File: config.mk
export PLATFORM = sky130hd
export DESIGN_NAME = shifter_arbiter
export DESIGN_NICKNAME = d
export VERILOG_FILES = /design/src/rtl/shifter_arbiter.sv
export SDC_FILE = /design/constraint.sdc
export NUM_CORES = 1
export LEC_CHECK = 0
export CORE_MARGIN = 4
export CORE_UTILIZATION = 37
export DETAILED_ROUTE_END_ITERATION = 8
export GPL_TIMING_DRIVEN = 0
export PLACE_DENSITY = 0.83
export SYNTH_ARGS = -nofsm -noshare
export SYNTH_HDL_FRONTEND = slang
export SYNTH_SLANG_ARGS = --single-unit
File: constraint.sdc
create_clock -name Clk -period 3.48 [get_ports Clk]
set_clock_uncertainty 0.1 [all_clocks]
set_input_delay 0.87 -clock Clk [delete_from_list [all_inputs] [get_ports Clk]]
set_output_delay 0.87 -clock Clk [all_outputs]
set_load 0.05 [all_outputs]
File: src/rtl/shifter_arbiter.sv
// Two-port arbiter and sequencer in front of a shared combinational 32-bit barrel shifter.
// Define SHIFTER_ROTATE_EN to build rotate-right (Op=11) as two shifter passes; otherwise Op=11 behaves as SRL.
module shifter_arbiter (
  input  logic        Clk,
  input  logic        Rst,
  input  logic        Req0_Valid,
  output logic        Req0_Ready,
  input  logic [31:0] Req0_X,
  input  logic [4:0]  Req0_Sa,
  input  logic [1:0]  Req0_Op,
  input  logic        Req1_Valid,
  output logic        Req1_Ready,
  input  logic [31:0] Req1_X,
  input  logic [4:0]  Req1_Sa,
  input  logic [1:0]  Req1_Op,
  output logic        Resp_Valid,
  input  logic        Resp_Ready,
  output logic [31:0] Resp_Data,
  output logic        Resp_Id,
  output logic [31:0] Sh_X,
  output logic [4:0]  Sh_Sa,
  output logic        Sh_Arith,
  output logic        Sh_Right,
  input  logic [31:0] Sh_Result
);

  typedef enum logic [1:0] {IDLE, EXEC, ROT2, DONE} state_t;

  state_t      state_q, state_d;
  logic        last_q, last_d;
  logic        id_q, id_d;
  logic [31:0] res_q, res_d;
  // Sh_X/Sh_Sa registers double as the latched operands while a command is in flight.
  logic [31:0] sh_x_q, sh_x_d;
  logic [4:0]  sh_sa_q, sh_sa_d;
  logic        sh_arith_q, sh_arith_d;
  logic        sh_right_q, sh_right_d;
`ifdef SHIFTER_ROTATE_EN
  logic        rot_q, rot_d;
`endif

  logic        grant0, grant1, accept, acc_id;
  logic [31:0] acc_x;
  logic [4:0]  acc_sa;
  logic [1:0]  acc_op;

  // last_q names the port granted most recently; a tie goes to the other one.
  always_comb begin
    grant0     = Req0_Valid & (~Req1_Valid | last_q);
    grant1     = Req1_Valid & (~Req0_Valid | ~last_q);
    Req0_Ready = (state_q == IDLE) & grant0;
    Req1_Ready = (state_q == IDLE) & grant1;
    accept     = Req0_Ready | Req1_Ready;
    acc_id     = Req1_Ready;
    acc_x      = acc_id ? Req1_X  : Req0_X;
    acc_sa     = acc_id ? Req1_Sa : Req0_Sa;
    acc_op     = acc_id ? Req1_Op : Req0_Op;
  end

  always_comb begin
    state_d    = state_q;
    last_d     = last_q;
    id_d       = id_q;
    res_d      = res_q;
    sh_x_d     = '0;
    sh_sa_d    = '0;
    sh_arith_d = 1'b0;
    sh_right_d = 1'b0;
`ifdef SHIFTER_ROTATE_EN
    rot_d      = rot_q;
`endif
    case (state_q)
      IDLE: begin
        if (accept) begin
          state_d    = EXEC;
          last_d     = acc_id;
          id_d       = acc_id;
          sh_x_d     = acc_x;
          sh_sa_d    = acc_sa;
          sh_right_d = (acc_op != 2'b00);
          sh_arith_d = (acc_op == 2'b10);
`ifdef SHIFTER_ROTATE_EN
          rot_d      = (acc_op == 2'b11);
`endif
        end
      end
      EXEC: begin
        res_d   = Sh_Result;
        state_d = DONE;
`ifdef SHIFTER_ROTATE_EN
        // Second pass supplies the bits wrapped around: X << (32 - Sa).
        if (rot_q && (sh_sa_q != 5'd0)) begin
          state_d = ROT2;
          sh_x_d  = sh_x_q;
          sh_sa_d = 5'd0 - sh_sa_q;
        end
`endif
      end
`ifdef SHIFTER_ROTATE_EN
      ROT2: begin
        res_d   = res_q | Sh_Result;
        state_d = DONE;
      end
`endif
      DONE: begin
        if (Resp_Ready) state_d = IDLE;
      end
      default: state_d = IDLE;
    endcase
  end

  always_ff @(posedge Clk or posedge Rst) begin
    if (Rst) begin
      state_q    <= IDLE;
      last_q     <= 1'b1;
      id_q       <= 1'b0;
      res_q      <= '0;
      sh_x_q     <= '0;
      sh_sa_q    <= '0;
      sh_arith_q <= 1'b0;
      sh_right_q <= 1'b0;
`ifdef SHIFTER_ROTATE_EN
      rot_q      <= 1'b0;
`endif
    end else begin
      state_q    <= state_d;
      last_q     <= last_d;
      id_q       <= id_d;
      res_q      <= res_d;
      sh_x_q     <= sh_x_d;
      sh_sa_q    <= sh_sa_d;
      sh_arith_q <= sh_arith_d;
      sh_right_q <= sh_right_d;
`ifdef SHIFTER_ROTATE_EN
      rot_q      <= rot_d;
`endif
    end
  end

  assign Resp_Valid = (state_q == DONE);
  assign Resp_Data  = res_q;
  assign Resp_Id    = id_q;
  assign Sh_X       = sh_x_q;
  assign Sh_Sa      = sh_sa_q;
  assign Sh_Arith   = sh_arith_q;
  assign Sh_Right   = sh_right_q;

endmodule

---- Word-level counts from Yosys, hierarchy flattened ----
Cells that the tools add are included.
operators by class
  muxes and demuxes ....................... 14
  equal/unequal tests ..................... 5
  reductions and logical operators ........ 4
  bitwise gates (word level) .............. 10
operators with widths
  operator              number
  $mux W32              3
  $mux W5               3
  $mux W2               3
  $pmux W2 S3           1
  $and A1 B1 Y1         4
  $eq A2 B2 Y1 const B  2
  $mux W1               4
  $reduce_and A2 Y1     2
  $not A1 Y1            3
  $or A1 B1 Y1          3
  $eq A2 B1 Y1 const B  1
  $logic_not A2 Y1      1
  $ne A2 B1 Y1 const B  1
  $ne A2 B2 Y1 const B  1
  $reduce_bool A2 Y1    1
storage, ports and cells
  output and inout bits ................... 75
  bits of input ports ..................... 115
  bits in registers ....................... 75
  logic and storage cells ................. 41

---- Logic depth before layout (Yosys ltp) ----
Gate-level depths: netlist (run 1).
  depth after elaboration ................. 8
  gate-level depth with buffers ........... 5
  gate-level depth less buffers ........... 3

---- Least setup slack after synthesis (run 1) ----
No wires, ideal clock.
  kind .................................... input-to-output
  start ................................... input Req1_Valid
  end ..................................... output Req1_Ready
  path buffers ............................ 1
  stages on the path ...................... 3
  data arrival time ....................... 1.895 ns
  slack ................................... 0.615 ns
  required time ........................... 2.510 ns
  path through ............................ a21bo_2 -> buf_2 -> nor3_2
between the ends
  word-level cells in the longest chain between the ends .. 2
ends and longest elaborated chain
  what             RTL line  text
  start, declared  11        input logic Req1_Valid,
  $and A1 B1 Y1    50        grant1 = Req1_Valid & (~Req0_Valid | ~last_q);
  $and A1 B1 Y1    52        Req1_Ready = (state_q == IDLE) & grant1;
  end, declared    12        output logic Req1_Ready,
Every way passes these cells.

---- Final worst setup path (run 1) ----
Same ends and word-level chain as after synthesis.

==> metrics.csv, run 1 <==
stage,metric,value,unit
route,drt_iter0_drc,51,
floorplan,io_pins,190,
hold_path,hold_path.class,reg2reg,
worst_setup_path,cp.arrival,2.36,ns
yosys,yosys_register_bits,75,
yosys,postSynthCellCount,256,
floorplan,initial_core_util,0.388,
worst_setup_path,crit_path_end_kind,primary output,
power,finalPower,4.87,mW
worst_setup_path,path_max_fanout,10,
worst_setup_path,r2r_start,state_q[0],
cts,root_buffer,clkbuf_8,
worst_setup_path,rrSetupSlack,2.00,ns
floorplan,rows,32,
timing,maxSlewViolCount,0,
yosys,syn_avg_cell_area,12.0,um2
yosys,synth_cell_types,24,
hold_path,hp-start,Resp_Id,
timing,rsz0062_at_grt,false,
timing,period_share,0.958,
floorplan,die_h,99.0,um
route,drt_pre_antenna_iters,4,
yosys,synth-seq-area-share,0.613,
route,wl_per_cell,15.8,um
finish,layout-drive-gt1-share,0.147,
timing,finalSetupViolCount,0,
finish,area_growth,73.9,%
power,powerDensity,915,nW/um2
timing,slew-limit-headroom,0.634,
worst_setup_path,worstSetupPathType,in2out,
finish,utilization,0.675,
yosys,synth.mux.area_fraction,0.154,
route,drc,0,
power,leakagePower,2.38,nW
hold_path,whs_endpoint,Resp_Id,
floorplan,core,7890,um2
cts,path_clk_slew,0.07,ns
placed_design,hpwl,6890,um
cts,cts_made_buffers,9,
cts,postCtsSetupBuffers,0,
global_routing,grt_pass1_vias,2786,
route,ant_nets,0,
global_routing,grt_max_degree,43,
yosys,synth-xor-area-share,0,
finish,fin_nets,572,
cts,cts_sinks,75,
route,vias,2612,
yosys,ys_warn_count,0,
worst_setup_path,crit_required,2.51,ns
placed_design,io_buffer_count,189,
yosys,synth_simple_gate_area_frac,0.114,
cts,cts_tree,built,
finish,antenna_cells,0,
floorplan,dieArea,9800,um2
route,wl,8900,um
yosys,synth_adder_area_share,0,
outcome,status,completed,
global_routing,antenna_found_initial,0,
timing,worst_slew_pin_slew,0.547,ns
cts,clock_path_buffers,2,
global_routing,overflow,0,
global_routing,grt_pass1_wl,14100,um
cts,cts_max_level,3,
cts,clk_latency,0.33,ns
worst_setup_path,timing.rr.end,Sh_X[9],
yosys,syn-num-nets,371,
worst_setup_path,critPathLaunchType,input pin,
yosys,synth_top_family_by_area,multiplexers,
timing,layout_min_cycle_time,3.33,ns
yosys,synth_compound_area_frac,0.0809,
timing,hold_viol,0,
hold_path,hold_depth,1,
global_routing,grt_usage,0.183,
worst_setup_path,r2r_cells,4,
yosys,synth_area,3060,um2
power,ir_worst_vdd,336,uV
flow_run,drv_cap,0,
route,via_per_inst,4.63,
timing,clock.fmax,0.300,GHz
floorplan,fp.dieW,99.0,um
placed_design,place.gp.congestion,0.765,
-- what timing repair did --
action / 4_1_cts / 5_1_grt
hold buffers: 0 / 0
setup endpoints to repair: 1 / 2
gates resized for setup: 3 / 3
-- layout by cell type (no fill, tap or decap), types with 2 or more instances in the layout --
master / instances
clkdlybuf4s50_1: 187
nand2_1: 75
dfrtp_1: 74
a21oi_1: 40
mux2_4: 30
buf_2: 9
clkbuf_8: 9
buf_6: 4
buf_4: 2
clkbuf_1: 2
nor3_2: 2
nor3_1: 2
nand3b_1: 2
mux2_1: 2
inv_6: 2
bufinv_16: 2
-- layout make-up --
class,count,area [um2]
fill,615,2560
clock inverter,7,98.8
buffer,16,108
inverter,2,10.0
timing repair buffer,190,1910
sequential,75,1880
multi-input combinational,163,1070
tap,102,128
clock buffer,9,124
-- cell usage after synthesis --
master	number	area, um2
inv_1	2	7.51
nor2_1	1	3.75
a21boi_2	1	11.3
dfstp_2	1	26.3
mux2_4	30	450
nand2b_1	1	6.26
dfrtp_1	74	1850
o21ai_1	1	5.00
mux2_1	2	22.5
nor2b_1	1	6.26
a21bo_2	1	10.0
buf_4	2	15.0
clkbuf_1	2	7.51
a21o_1	1	7.51
a31oi_1	1	6.26
nand3b_1	2	15.0
a21boi_0	1	7.51
and2_1	1	6.26
a21oi_1	40	200
buf_2	8	40.0
buf_6	4	45.0
nand2_1	75	282
nor3_2	2	20.0
nor3_1	2	10.0
-- how the worst max path moves through the flow --
| stage | depth (start not counted) | start | endpoint | slack [ns] |
|---|---|---|---|---|
| 2_1_floorplan | 1 | Rst | Resp_Data[0] | 0.60 |
| 3_3_place_gp | 2 | Rst | Sh_Sa[2] | -0.61 |
| 3_5_place_dp | 5 | Req1_Valid | Req1_Ready | -0.41 |
| 4_1_cts | 4 | Req0_Valid | Req0_Ready | 0.02 |
| 5_1_grt | 5 | Req1_Valid | Req1_Ready | 0.02 |
| 6_report | 5 | Req1_Valid | Req1_Ready | 0.15 |
-- logic make-up (layout without fill, tap and decap cells) --
family | after synthesis | in the layout
buf+inv | 18 | 224
flops | 75 | 75
mux | 32 | 32
simple gates | 85 | 85
compound gates | 46 | 46
-- metal layers --
metal | track usage | vias up | share of wire
met5 | 0 | - | 0
met4 | 0.0672 | 0 | 0.021
met3 | 0.0701 | 15 | 0.10
met2 | 0.309 | 135 | 0.49
met1 | 0.212 | 1216 | 0.39
li1 | - | 1246 | -
-- critical path, cell delays in order --
cell and delay (ns):
clkdlybuf4s50_1 0.52, a21bo_2 0.27, buf_2 0.20, nor3_2 0.19, buf_2 0.31
-- flip-flops by register name, indices dropped and copies added (netlist names) --
signal and cells:
last_q 1, Sh_Sa 5, Resp_Id 1, Resp_Data 32
Sh_X 32, state_q 2, Sh_Right 1, Sh_Arith 1
-- metrics by stage --
| stage | cells | worst slack [ns] | hold WS, ns | TNS, ns | instance area, um2 |
|---|---|---|---|---|---|
| global route | 564 | 0.0240 | 0.439 | 0 | 5330 |
| global placement | 547 | -0.612 | 0.364 | -45.50 | 5080 |
| CTS | 564 | 0.0190 | 0.392 | 0 | 5330 |
| detailed placement | 548 | -0.407 | 0.374 | -0.407 | 5100 |
| floorplan | 256 | 0.602 | 0.424 | 0 | 3060 |
| finish | 564 | 0.148 | 0.389 | 0 | 5330 |
-- power by group --
group	total [mW]	internal, mW	switching, mW
clock network	0.738	0.409	0.329
logic	2.79	1.12	1.66
registers	1.35	1.19	0.159
(Power assumes the default switching activity.)
==> run 2: changes to the inputs <==
CORE_UTILIZATION = 35   (was 37)
PLACE_DENSITY = 0.79   (was 0.83)
==> metrics.csv, run 2 (synthesis gave the netlist of run 1 again) <==
stage,metric,value,unit
outcome,status,completed,
placed_design,dp.cells,551,
worst_setup_path,crit_chain,clkdlybuf4s50_1 -> a21bo_2 -> buf_2 -> nor3_2 -> clkdlybuf4s15_2,
route,drt_pre_antenna_iters,4,
finish,mostFrequentLayoutCells,"clkdlybuf4s50_1 (187), nand2_1 (75), dfrtp_1 (74)",
timing,maxSlewViolCount,0,
worst_setup_path,path_max_fanout,10,
finish,final_area,5280,um2
timing,finalSetupViolCount,0,
timing,slew-limit-headroom,0.641,
timing,hold_viol,0,
worst_setup_path,crit_path_end_kind,primary output,
cts,cts_made_buffers,9,
hold_path,hold_path.class,reg2reg,
worst_setup_path,slowest_stage,clkdlybuf4s50_1,
global_routing,antenna_found_initial,0,
finish,area_growth,72.3,%
worst_setup_path,crit_required,2.51,ns
timing,rsz0062_at_grt,false,
route,drt_iter0_drc,39,
power,powerDensity,893,nW/um2
placed_design,io_buffer_count,189,
global_routing,grt_pass1_wl,13600,um
global_routing,grt_max_degree,76,
worst_setup_path,cp_slowest_stage_delay,0.54,ns
finish,antenna_cells,0,
floorplan,initial_core_util,0.365,
floorplan,rows,33,
cts,cts_sinks,75,
floorplan,io_pins,190,
cts,root_buffer,clkbuf_8,
worst_setup_path,cp.arrival,2.44,ns
power,leakagePower,2.34,nW
worst_setup_path,worstSetupPathType,in2out,
route,via_per_inst,4.57,
floorplan,fp.dieW,102,um
finish,layout-drive-gt1-share,0.136,
global_routing,grt_usage,0.171,
timing,clock.fmax,0.293,GHz
route,wl,8890,um
floorplan,core,8380,um2
global_routing,overflow,0,
route,drc,0,
cts,cts_max_level,3,
power,ir_worst_vdd,337,uV
floorplan,dieArea,10300,um2
finish,stdcell_count,567,
placed_design,place.gp.congestion,0.739,
cts,path_clk_slew,0.07,ns
cts,clk_latency,0.33,ns
placed_design,postPlaceCellArea,5120,um2
global_routing,grt_pass1_vias,2780,
placed_design,hpwl,6930,um
timing,layout_min_cycle_time,3.41,ns
finish,layout_commonest_cell,clkdlybuf4s50_1,
route,ant_nets,0,
flow_run,drv_cap,0,
route,wl_per_cell,15.7,um
finish,fill_cells,686,
timing,period_share,0.979,
worst_setup_path,critPathLaunchType,input pin,
timing,worst_slew_pin_slew,0.536,ns
cts,clock_path_buffers,2,
cts,postCtsSetupBuffers,0,
finish,fin_nets,572,
floorplan,die_h,102,um
cts,cts_tree,built,
route,vias,2594,
[run 2: cell types whose count changed in the layout (fill, tap and decap cells not counted), sizes merged]
cell	previous run	this run
clkinvlp	1	0
clkdlybuf4s15	0	1
clkinv	2	1
clkbuf	11	17
inv	4	2
dlygate4sd2	0	1
buf	16	15
bufinv	2	0
dlymetal6s2s	1	0
[run 2: critical path: cells and delay by family]
kind / cells / cell delay, ns
AO/OA/AOI/OAI: 1 / 0.28
AND/OR/NAND/NOR: 1 / 0.15
buffers and inverters: 3 / 1.14
[run 2: worst paths after layout]
check | endpoint | from | depth (start not counted) | slack [ns]
max | Req1_Ready | Req1_Valid | 5 | 0.07
min | Resp_Data[14] | Resp_Data[14] | 1 | 0.39
max reg2reg | Sh_X[9] | state_q[0] | 4 | 2.02
min reg2reg | Resp_Data[14] | Resp_Data[14] | 1 | 0.39
max in group asynchronous | last_q | Rst | 3 | 2.09
min in group asynchronous | Sh_Sa[4] | Rst | 3 | 0.86
[run 2: report_power, final]
group | switching, mW | total (mW) | internal, mW | leakage [nW]
registers | 0.153 | 1.34 | 1.19 | 0.950
clock network | 0.295 | 0.575 | 0.280 | 0.0817
logic | 1.67 | 2.79 | 1.12 | 1.31
[run 2: timing repair]
item	CTS	global route
hold buffers	0	0
resized for setup	4	0
endpoints found under the setup margin	2	0
[run 2: layout make-up]
cell class	count	area (um2)	share of cell area
repair buffers	190	1920	0.364
flip-flops and latches	75	1880	0.356
plain buffers	16	108	0.0204
well taps	105	131	0.0249
clock inverters	1	5.00	0.000948
clock buffers	15	156	0.0296
inverters	2	10.0	0.00190
multi-input cells	163	1070	0.203
[run 2: metrics by stage]
step / utilization / setup slack [ns] / power (mW) / TNS (ns) / hold WS [ns]
after floorplan: - / 0.602 / 3.23 / 0 / 0.424
after global placement: 0.607 / -0.571 / 4.12 / -42.42 / 0.365
after detailed placement: 0.610 / -0.390 / 4.18 / -0.400 / 0.384
after CTS: 0.630 / 0.0555 / 4.77 / 0 / 0.400
after global routing: 0.630 / 0.00613 / 4.93 / 0 / 0.413
final: 0.630 / 0.0715 / 4.71 / 0 / 0.394
[run 2: metal layers]
| metal | vias to the layer above | track usage | wire length (um) |
|---|---|---|---|
| met4 | 0 | 0.0573 | 133 |
| met2 | 123 | 0.304 | 4500 |
| li1 | 1245 | - | - |
| met5 | - | 0 | 0 |
| met3 | 10 | 0.0661 | 995 |
| met1 | 1216 | 0.185 | 3270 |
==> run 3: changes to the inputs <==
CTS_CLUSTER_DIAMETER = 50   (was not set)
==> results of run 3 <==
The final DEF is identical to that of run 2; final timing and power are the same.
